[src/rtl/triangle_fetch.sv]
// triangle_fetch: read side of the scene memories.
// Walks triangle indices 0..N-1, issues one shared read address to the V1/V2/V3/colour RAMs
// (1-cycle synchronous read), and streams assembled triangle records to the rasterizer over a
// valid/ready handshake. A 2-entry output FIFO absorbs downstream stalls.
//
// Ports:
//   clock, reset          single rising-edge clock, asynchronous active-high reset
//   start, num_tris       begin a pass of num_tris triangles (sampled only when idle)
//   busy, done            pass in progress / one-cycle completion pulse
//   read_addr             shared RAM read address
//   v1_q, v2_q, v3_q,     RAM read data, valid the cycle after read_addr
//   color_q
//   out_valid, out_ready  record handshake
//   out_v1/v2/v3,         head record fields
//   out_color, out_index
module triangle_fetch #(
  parameter int unsigned ADDR_W  = 12,
  parameter int unsigned VERT_W  = 54,
  parameter int unsigned COLOR_W = 16
) (
  input  logic               clock,
  input  logic               reset,
  input  logic               start,
  input  logic [ADDR_W:0]    num_tris,
  output logic               busy,
  output logic               done,
  output logic [ADDR_W-1:0]  read_addr,
  input  logic [VERT_W-1:0]  v1_q,
  input  logic [VERT_W-1:0]  v2_q,
  input  logic [VERT_W-1:0]  v3_q,
  input  logic [COLOR_W-1:0] color_q,
  output logic               out_valid,
  input  logic               out_ready,
  output logic [VERT_W-1:0]  out_v1,
  output logic [VERT_W-1:0]  out_v2,
  output logic [VERT_W-1:0]  out_v3,
  output logic [COLOR_W-1:0] out_color,
  output logic [ADDR_W-1:0]  out_index
);

  localparam int unsigned CntW = ADDR_W + 1;
  localparam logic [CntW-1:0] MaxTris = {1'b1, {ADDR_W{1'b0}}};
  localparam logic [CntW-1:0] One     = {{ADDR_W{1'b0}}, 1'b1};

  typedef enum logic [1:0] {StIdle, StFetch, StDrain} state_e;

  state_e            state_q, state_d;
  logic [CntW-1:0]   total_q, total_d;
  logic [CntW-1:0]   issued_q, issued_d;
  logic [CntW-1:0]   clamped;
  logic [ADDR_W-1:0] last_addr_q;
  logic [ADDR_W-1:0] inflight_idx_q;
  logic              inflight_q;
  logic              zero_done_q, zero_done_d;

  logic [VERT_W-1:0]  fifo_v1_q    [2];
  logic [VERT_W-1:0]  fifo_v2_q    [2];
  logic [VERT_W-1:0]  fifo_v3_q    [2];
  logic [COLOR_W-1:0] fifo_color_q [2];
  logic [ADDR_W-1:0]  fifo_idx_q   [2];
  logic               wr_ptr_q, rd_ptr_q;
  logic [1:0]         count_q;

  logic       pop;
  logic       issue;
  logic       drained;
  logic [2:0] occ;

  always_comb begin
    pop     = (count_q != 2'd0) && out_ready;
    // Occupancy after this cycle's pop; the in-flight read will land in the FIFO, so it counts.
    occ     = {1'b0, count_q} + {2'b00, inflight_q} - {2'b00, pop};
    issue   = (state_q == StFetch) && (occ < 3'd2);
    drained = (state_q == StDrain) && (count_q == 2'd0) && !inflight_q;
    clamped = (num_tris > MaxTris) ? MaxTris : num_tris;
  end

  always_comb begin
    state_d     = state_q;
    total_d     = total_q;
    issued_d    = issued_q;
    zero_done_d = 1'b0;
    unique case (state_q)
      StIdle: begin
        if (start) begin
          if (clamped == '0) begin
            zero_done_d = 1'b1;
          end else begin
            total_d  = clamped;
            issued_d = '0;
            state_d  = StFetch;
          end
        end
      end
      StFetch: begin
        if (issue) begin
          issued_d = issued_q + One;
          if (issued_d == total_q) state_d = StDrain;
        end
      end
      StDrain: begin
        if (drained) state_d = StIdle;
      end
      default: state_d = StIdle;
    endcase
  end

  always_comb begin
    busy      = (state_q != StIdle) && !drained;
    done      = zero_done_q || drained;
    read_addr = issue ? issued_q[ADDR_W-1:0] : last_addr_q;
    out_valid = (count_q != 2'd0);
    out_v1    = fifo_v1_q[rd_ptr_q];
    out_v2    = fifo_v2_q[rd_ptr_q];
    out_v3    = fifo_v3_q[rd_ptr_q];
    out_color = fifo_color_q[rd_ptr_q];
    out_index = fifo_idx_q[rd_ptr_q];
  end

  always_ff @(posedge clock or posedge reset) begin
    if (reset) begin
      state_q        <= StIdle;
      total_q        <= '0;
      issued_q       <= '0;
      last_addr_q    <= '0;
      inflight_idx_q <= '0;
      inflight_q     <= 1'b0;
      zero_done_q    <= 1'b0;
    end else begin
      state_q     <= state_d;
      total_q     <= total_d;
      issued_q    <= issued_d;
      zero_done_q <= zero_done_d;
      inflight_q  <= issue;
      if (issue) begin
        last_addr_q    <= issued_q[ADDR_W-1:0];
        inflight_idx_q <= issued_q[ADDR_W-1:0];
      end
    end
  end

  // Writes only ever target the non-head slot while a record is held, so the head stays stable.
  always_ff @(posedge clock or posedge reset) begin
    if (reset) begin
      for (int i = 0; i < 2; i++) begin
        fifo_v1_q[i]    <= '0;
        fifo_v2_q[i]    <= '0;
        fifo_v3_q[i]    <= '0;
        fifo_color_q[i] <= '0;
        fifo_idx_q[i]   <= '0;
      end
      wr_ptr_q <= 1'b0;
      rd_ptr_q <= 1'b0;
      count_q  <= 2'd0;
    end else begin
      if (inflight_q) begin
        fifo_v1_q[wr_ptr_q]    <= v1_q;
        fifo_v2_q[wr_ptr_q]    <= v2_q;
        fifo_v3_q[wr_ptr_q]    <= v3_q;
        fifo_color_q[wr_ptr_q] <= color_q;
        fifo_idx_q[wr_ptr_q]   <= inflight_idx_q;
        wr_ptr_q               <= ~wr_ptr_q;
      end
      if (pop) rd_ptr_q <= ~rd_ptr_q;
      count_q <= count_q + {1'b0, inflight_q} - {1'b0, pop};
    end
  end

endmodule

[config.mk]
export PLATFORM = sky130hd
export DESIGN_NAME = triangle_fetch
export DESIGN_NICKNAME = d
export VERILOG_FILES = /design/src/rtl/triangle_fetch.sv
export SDC_FILE = /design/constraint.sdc
export NUM_CORES = 1
export LEC_CHECK = 0
export BUFFER_PORTS_ARGS = -buffer_cell sky130_fd_sc_hd__buf_2
export CAP_MARGIN = 20
export CELL_PAD_IN_SITES_DETAIL_PLACEMENT = 1
export CELL_PAD_IN_SITES_GLOBAL_PLACEMENT = 1
export CORE_ASPECT_RATIO = 1.2
export CORE_UTILIZATION = 40
export DETAILED_ROUTE_END_ITERATION = 12
export GPL_TIMING_DRIVEN = 0
export PLACE_DENSITY_LB_ADDON = 0.1
export SETUP_SLACK_MARGIN = 0.02
export SYNTH_ARGS = -nofsm -noshare
export SYNTH_HDL_FRONTEND = slang
export SYNTH_SLANG_ARGS = --single-unit
[constraint.sdc]
create_clock -name clock -period 43.4 [get_ports clock]
set_clock_uncertainty 0.2 [all_clocks]
set_input_delay 8.68 -clock clock [delete_from_list [all_inputs] [get_ports clock]]
set_output_delay 8.68 -clock clock [all_outputs]
set_load 0.02 [all_outputs]
**Yosys cells after proc, flatten, opt, wreduce, memory -nomap -nowiden**

Index checks and enable logic that the tools add are counted.

- Reductions and logical operators: 18
- Equal/unequal tests: 8
- Order comparisons: 5
- Bitwise operators: 5
- Muxes and demuxes: 41
- Add/sub/neg operators: 5

Operators by type and width:

| kind | count |
|---|---|
| 54-bit two-way mux | 10 |
| 108-bit bitwise mux | 3 |
| 16-bit two-way mux | 4 |
| 12-bit two-way mux | 5 |
| 54-bit demux with 1-bit select | 1 |
| 13-bit two-way mux | 4 |
| 32-bit bitwise mux | 1 |
| 13-bit case mux with 2 select lines | 1 |
| 24-bit bitwise mux | 1 |
| 16-bit demux with 1-bit select | 1 |
| 13-bit by 1-bit adder with 13-bit output, second input constant | 1 |
| 13-bit == test | 1 |
| 13-bit greater-than comparator, second input constant | 1 |
| 13-bit zero test | 1 |
| 12-bit demux with 1-bit select | 1 |
| 2-bit two-way mux | 5 |
| 2-bit inequality test, second input constant | 4 |
| 1-bit logical AND | 6 |
| 2-bit case mux with 3 select lines | 1 |
| 2-bit nonzero test | 3 |
| 5-bit AND reduction | 1 |
| 2-bit >= comparator, second input constant | 2 |
| 2-bit zero test | 2 |
| 1-bit NOT with 2-bit output | 2 |
| other kinds (15) | 20 |

- Word-level logic and storage cells: 102
- Flip-flop bits (word level): 438
- Output and inout bits: 205

**Depth between registers and ports, before layout**

- Depth in word-level cells: 7
- Gate-level depth with buffers: 15

**Worst setup path before layout**

OpenSTA, ideal clock, no wires.

- Path kind: input -> output
- Start point: input port out_ready
- End point: output port read_addr[0]
- Data arrival time: 10.925 ns
- Required time: 34.520 ns
- Setup slack: 23.595 ns
- Stages on the path: 14
- Path buffers: 2
- Cell sequence: and2_1 > ha_1 > inv_1 > ha_1 > inv_1 > fa_1 > xnor2_1 > nand2_1 > or3_1 > inv_1 > buf_2 > buf_2 > nand2_1 > nand2_1

- Longest elaborated chain between the ends: 5

Ends and longest elaborated chain:

| what | line | source |
|---|---|---|
| start, declared | 33 | `input logic out_ready,` |
| 1-bit logical AND | 70 | `pop = (count_q != 2'd0) && out_ready;` |
| 3-bit by 1-bit subtractor with 3-bit output | 72 | `occ = {1'b0, count_q} + {2'b00, inflight_q} - {2'b00, pop};` |
| 3-bit by 2-bit less-than comparator with 1-bit output | 73 | `issue = (state_q == StFetch) && (occ < 3'd2);` |
| 1-bit logical AND | 73 |  |
| via issue | 65 | `logic issue;` |
| 12-bit two-way mux | - |  |
| end, declared | 27 | `output logic [ADDR_W-1:0] read_addr,` |

The timed path passes the listed nets, and every way through them passes these cells.

**Worst setup path after layout**

- Start point: input port out_ready
- End point: output port read_addr[2]

- Longest elaborated chain between the ends: 5

Ends and longest elaborated chain:

| what | line | source |
|---|---|---|
| 1-bit logical AND | 70 |  |
| via pop | 64 | `logic pop;` |
| 3-bit by 1-bit subtractor with 3-bit output | 72 |  |
| 3-bit by 2-bit less-than comparator with 1-bit output | 73 |  |
| 1-bit logical AND | 73 |  |
| via issue | 65 |  |
| 12-bit two-way mux | - |  |

The timed path passes the listed nets, and every way through them passes these cells.

==> impl_metrics.py <==
metrics = {
    "status": {
        "status": "finished clean",
    },
    "synthesis": {
        "yosys_warnings": 0,
        "synth_flop_cell": "dfrtp_1",
        "netlist_instances": 1317,
        "muxShareOfSynthArea_pct": 33.7,
        "synthAdderAreaFrac_pct": 0.303,
        "syn_nets": 1516,
        "synth_area_leaders": "dfrtp_1, mux2_2, nand2_1",
        "synth-simple-area-share_pct": 3.59,
        "yosysMostFrequentCell": "mux2_2",
        "synth_compound_area_share_pct": 1.58,
        "ys_types": 45,
        "ys_async_sr_fraction_pct": 100,
        "synth_edf_count": 0,
        "ys_ff_latch": 438,
        "synth_common_cells": "mux2_2, dfrtp_1, nand2_1",
        "synth_top_area_cell": "dfrtp_1",
        "synth_xor_area_share_pct": 1.14,
        "netlist.area_leader.share_pct": 57.6,
        "synth_seq_area_share_pct": 57.6,
        "synth_top_family_by_area": "multiplexers",
        "syn_area_um2": 19000,
        "syn_avg_cell_area_um2": 14.4,
    },
    "timing": {
        "max-slew-margin-rel_pct": 37.5,
        "max_freq_ghz": 0.0489,
        "tightest_slew_ns": 0.937,
        "min_period_ns": 20.45,
        "setup_viol": 0,
        "hold_ws_ns": 0.271,
        "post-route-period-util_pct": 47.1,
        "rsz0062_at_grt": "false",
        "hold_violations": 0,
        "drv_slew": 0,
        "tns_ns": 0,
    },
    "global_routing": {
        "grt-ovfl-total": 0,
        "grt_usage_pct": 20.8,
        "grt_max_degree": 131,
        "grt_pass1_vias": 13426,
        "grt_pass1_wl_um": 78200,
        "grt_antenna_before_repair": 12,
    },
    "floorplan": {
        "dieWidth_um": 201,
        "die_area_um2": 48400,
        "die_h_um": 241,
        "placementRows": 87,
        "coreArea_um2": 46900,
        "initial_core_util_pct": 40.6,
        "ios": 400,
    },
    "setup_path": {
        "cp_slowest_stage_delay_ns": 0.40,
        "crit_required_ns": 34.52,
        "worst-setup-path-type": "in -> out",
        "worstSetupEndpointType": "output port",
        "cp.buffers_inverters": 7,
        "start_kind": "primary input",
        "crit_family": "buffers and inverters",
        "worst_r2r_endpoint": "issued_q[7]",
        "path_cells": "buf_2 -> and2_1 -> ha_1 -> inv_1 -> ha_1 -> inv_1 -> fa_1 -> xnor2_1 -> nand2_1 -> or3_1 -> inv_1 -> buf_2 -> buf_2 -> nand2_1 -> nand2_1 -> buf_2",
        "reg2regPathDepth": 15,
        "r2r_slack_ns": 39.64,
        "critPathArrivalTime_ns": 11.57,
        "path_max_fanout": 10,
        "crit_top_cell": "buf_2",
        "worstReg2RegStart": "count_q[1]",
        "cp_slowest_cell": "or3_1",
    },
    "placement": {
        "hpwl_um": 36300,
        "place_inst": 2341,
        "port_buffers": 398,
        "routabilityCongestion": 0.760,
    },
    "drt": {
        "wl_met1_um": 20600,
        "wl_met2_um": 25900,
        "routed_wl_um": 50200,
        "wl_met3_um": 2160,
        "topRoutingLayerUsed": "met5",
        "detail_route.wl_per_cell_um": 20.7,
        "drt-pass1-iter-count": 4,
        "avgViaCountPerCell": 5.03,
        "route.detailed.drc": 0,
        "vias": 12246,
        "drt_iter0_markers": 348,
        "drtAntennaViolNets": 0,
    },
    "cells_and_area": {
        "fin_nets": 1967,
        "stdcell_count": 2433,
        "syn_to_final_growth_pct": 23.3,
        "fillCellCount": 4869,
        "drive_gt1_share_pct": 60.1,
    },
    "power_and_ir_drop": {
        "max-vdd-ir-drop_uv": 48.7,
        "p_per_area_nw_per_um2": 87.1,
        "p_leak_nw": 10.7,
        "power_w": 0.00204,
    },
    "min_path": {
        "hold_class": "reg -> reg",
        "hold_depth": 2,
        "worst_hold_path.endpoint": "last_addr_q[8]",
        "hp-start": "last_addr_q[8]",
    },
    "clocking": {
        "cts_hold_buffers": 0,
        "cts_buffers": 48,
        "cts_tree": "yes",
        "root_buffer": "clkbuf_16",
        "clk_pin_slew_worst_paths_ns": 0.06,
        "clockBufferDepth": 3,
        "clock_latency_ns": 0.57,
        "cts.htree.levels": 2,
        "cts_sinks": 438,
        "cts-resized-gates": 0,
        "postCtsSetupBuffers": 0,
    },
    "flow_run": {
        "drv_cap": 0,
    },
}
## per-stage QoR
stage | setup WS, ns | instance area [um2] | util (%)
CTS | 22.87 | 23400 | 50.0
global placement | 17.62 | 21800 | 46.5
floorplan | 22.32 | 19000 | -
detailed placement | 22.91 | 21900 | 46.7
global route | 22.70 | 23500 | 50.0
finish | 22.95 | 23500 | 50.0
## where the power goes
part,internal [W],total (W),switching [W]
clock network,0.000242,0.000405,0.000162
logic,0.000436,0.000950,0.000515
registers,0.000598,0.000689,0.0000903
## cells by family (layout without fill, tap and decap cells)
kind of cell             after synthesis  in the layout
AO/OA/AOI/OAI                         48             48
XOR/XNOR                              24             24
adder cells (fa/ha/maj)                4              4
buffers and inverters                 90            574
flip-flops                           438            438
multiplexers                         570            570
other                                  0              9
AND/OR/NAND/NOR                      143            143
## worst max path at each step
| stage | startpoint | to | slack, ns | cells past startpoint |
|---|---|---|---|---|
| after floorplan | reset | count_q[0] | 22.32 | 1 |
| after global placement | reset | fifo_v2_q[82] | 17.62 | 2 |
| after detailed placement | out_ready | read_addr[5] | 22.91 | 16 |
| after CTS | out_ready | read_addr[5] | 22.87 | 16 |
| after global routing | out_ready | read_addr[5] | 22.70 | 16 |
| final | out_ready | read_addr[2] | 22.95 | 16 |
## metal layers
metal / up-vias / GRT usage [%]
li1: 5559 / -
met1: 6324 / 25.8
met2: 260 / 35.9
met3: 95 / 4.31
met4: 8 / 7.82
met5: - / 0
## tightest hold or removal path, stage by stage, from the launching register on
cell and delay [ns]:
dfrtp_1 0.32, nand2_1 0.04, nand2_1 0.07
## sequential cells by signal, summed over array words and instances, names as in the netlist
register and count:
state_q 2, last_addr_q 12, rd_ptr_q 1, issued_q 13, total_q 13, fifo_color_q 32
fifo_v3_q 108, inflight_q 1, inflight_idx_q 12, fifo_v1_q 108, count_q 2, fifo_v2_q 108
wr_ptr_q 1, zero_done_q 1, fifo_idx_q 24
## cell usage in the layout (no fill, tap or decap), drive strengths merged, types with 6 or more instances in the layout
cell type / instances
xor2: 8
nand2b: 7
o21ai: 24
dfrtp: 438
nand2: 88
nand3: 6
nor4: 7
clkinv: 7
buf: 439
inv: 10
clkbuf: 115
xnor2: 16
nor2: 11
diode: 9
mux2: 570
a22o: 6
## cell type report
type,instances,area (um2),area share (%)
tap,623,779,3.32
buffer,80,349,1.49
antenna,9,22.5,0.0960
clock buffer,73,1430,6.08
clock inverter,10,125,0.533
timing repair buffer,401,2070,8.84
inverter,10,45.0,0.192
multi-input combinational,789,7680,32.7
sequential,438,11000,46.7
Note: power is estimated with default switching activity, not from simulation.
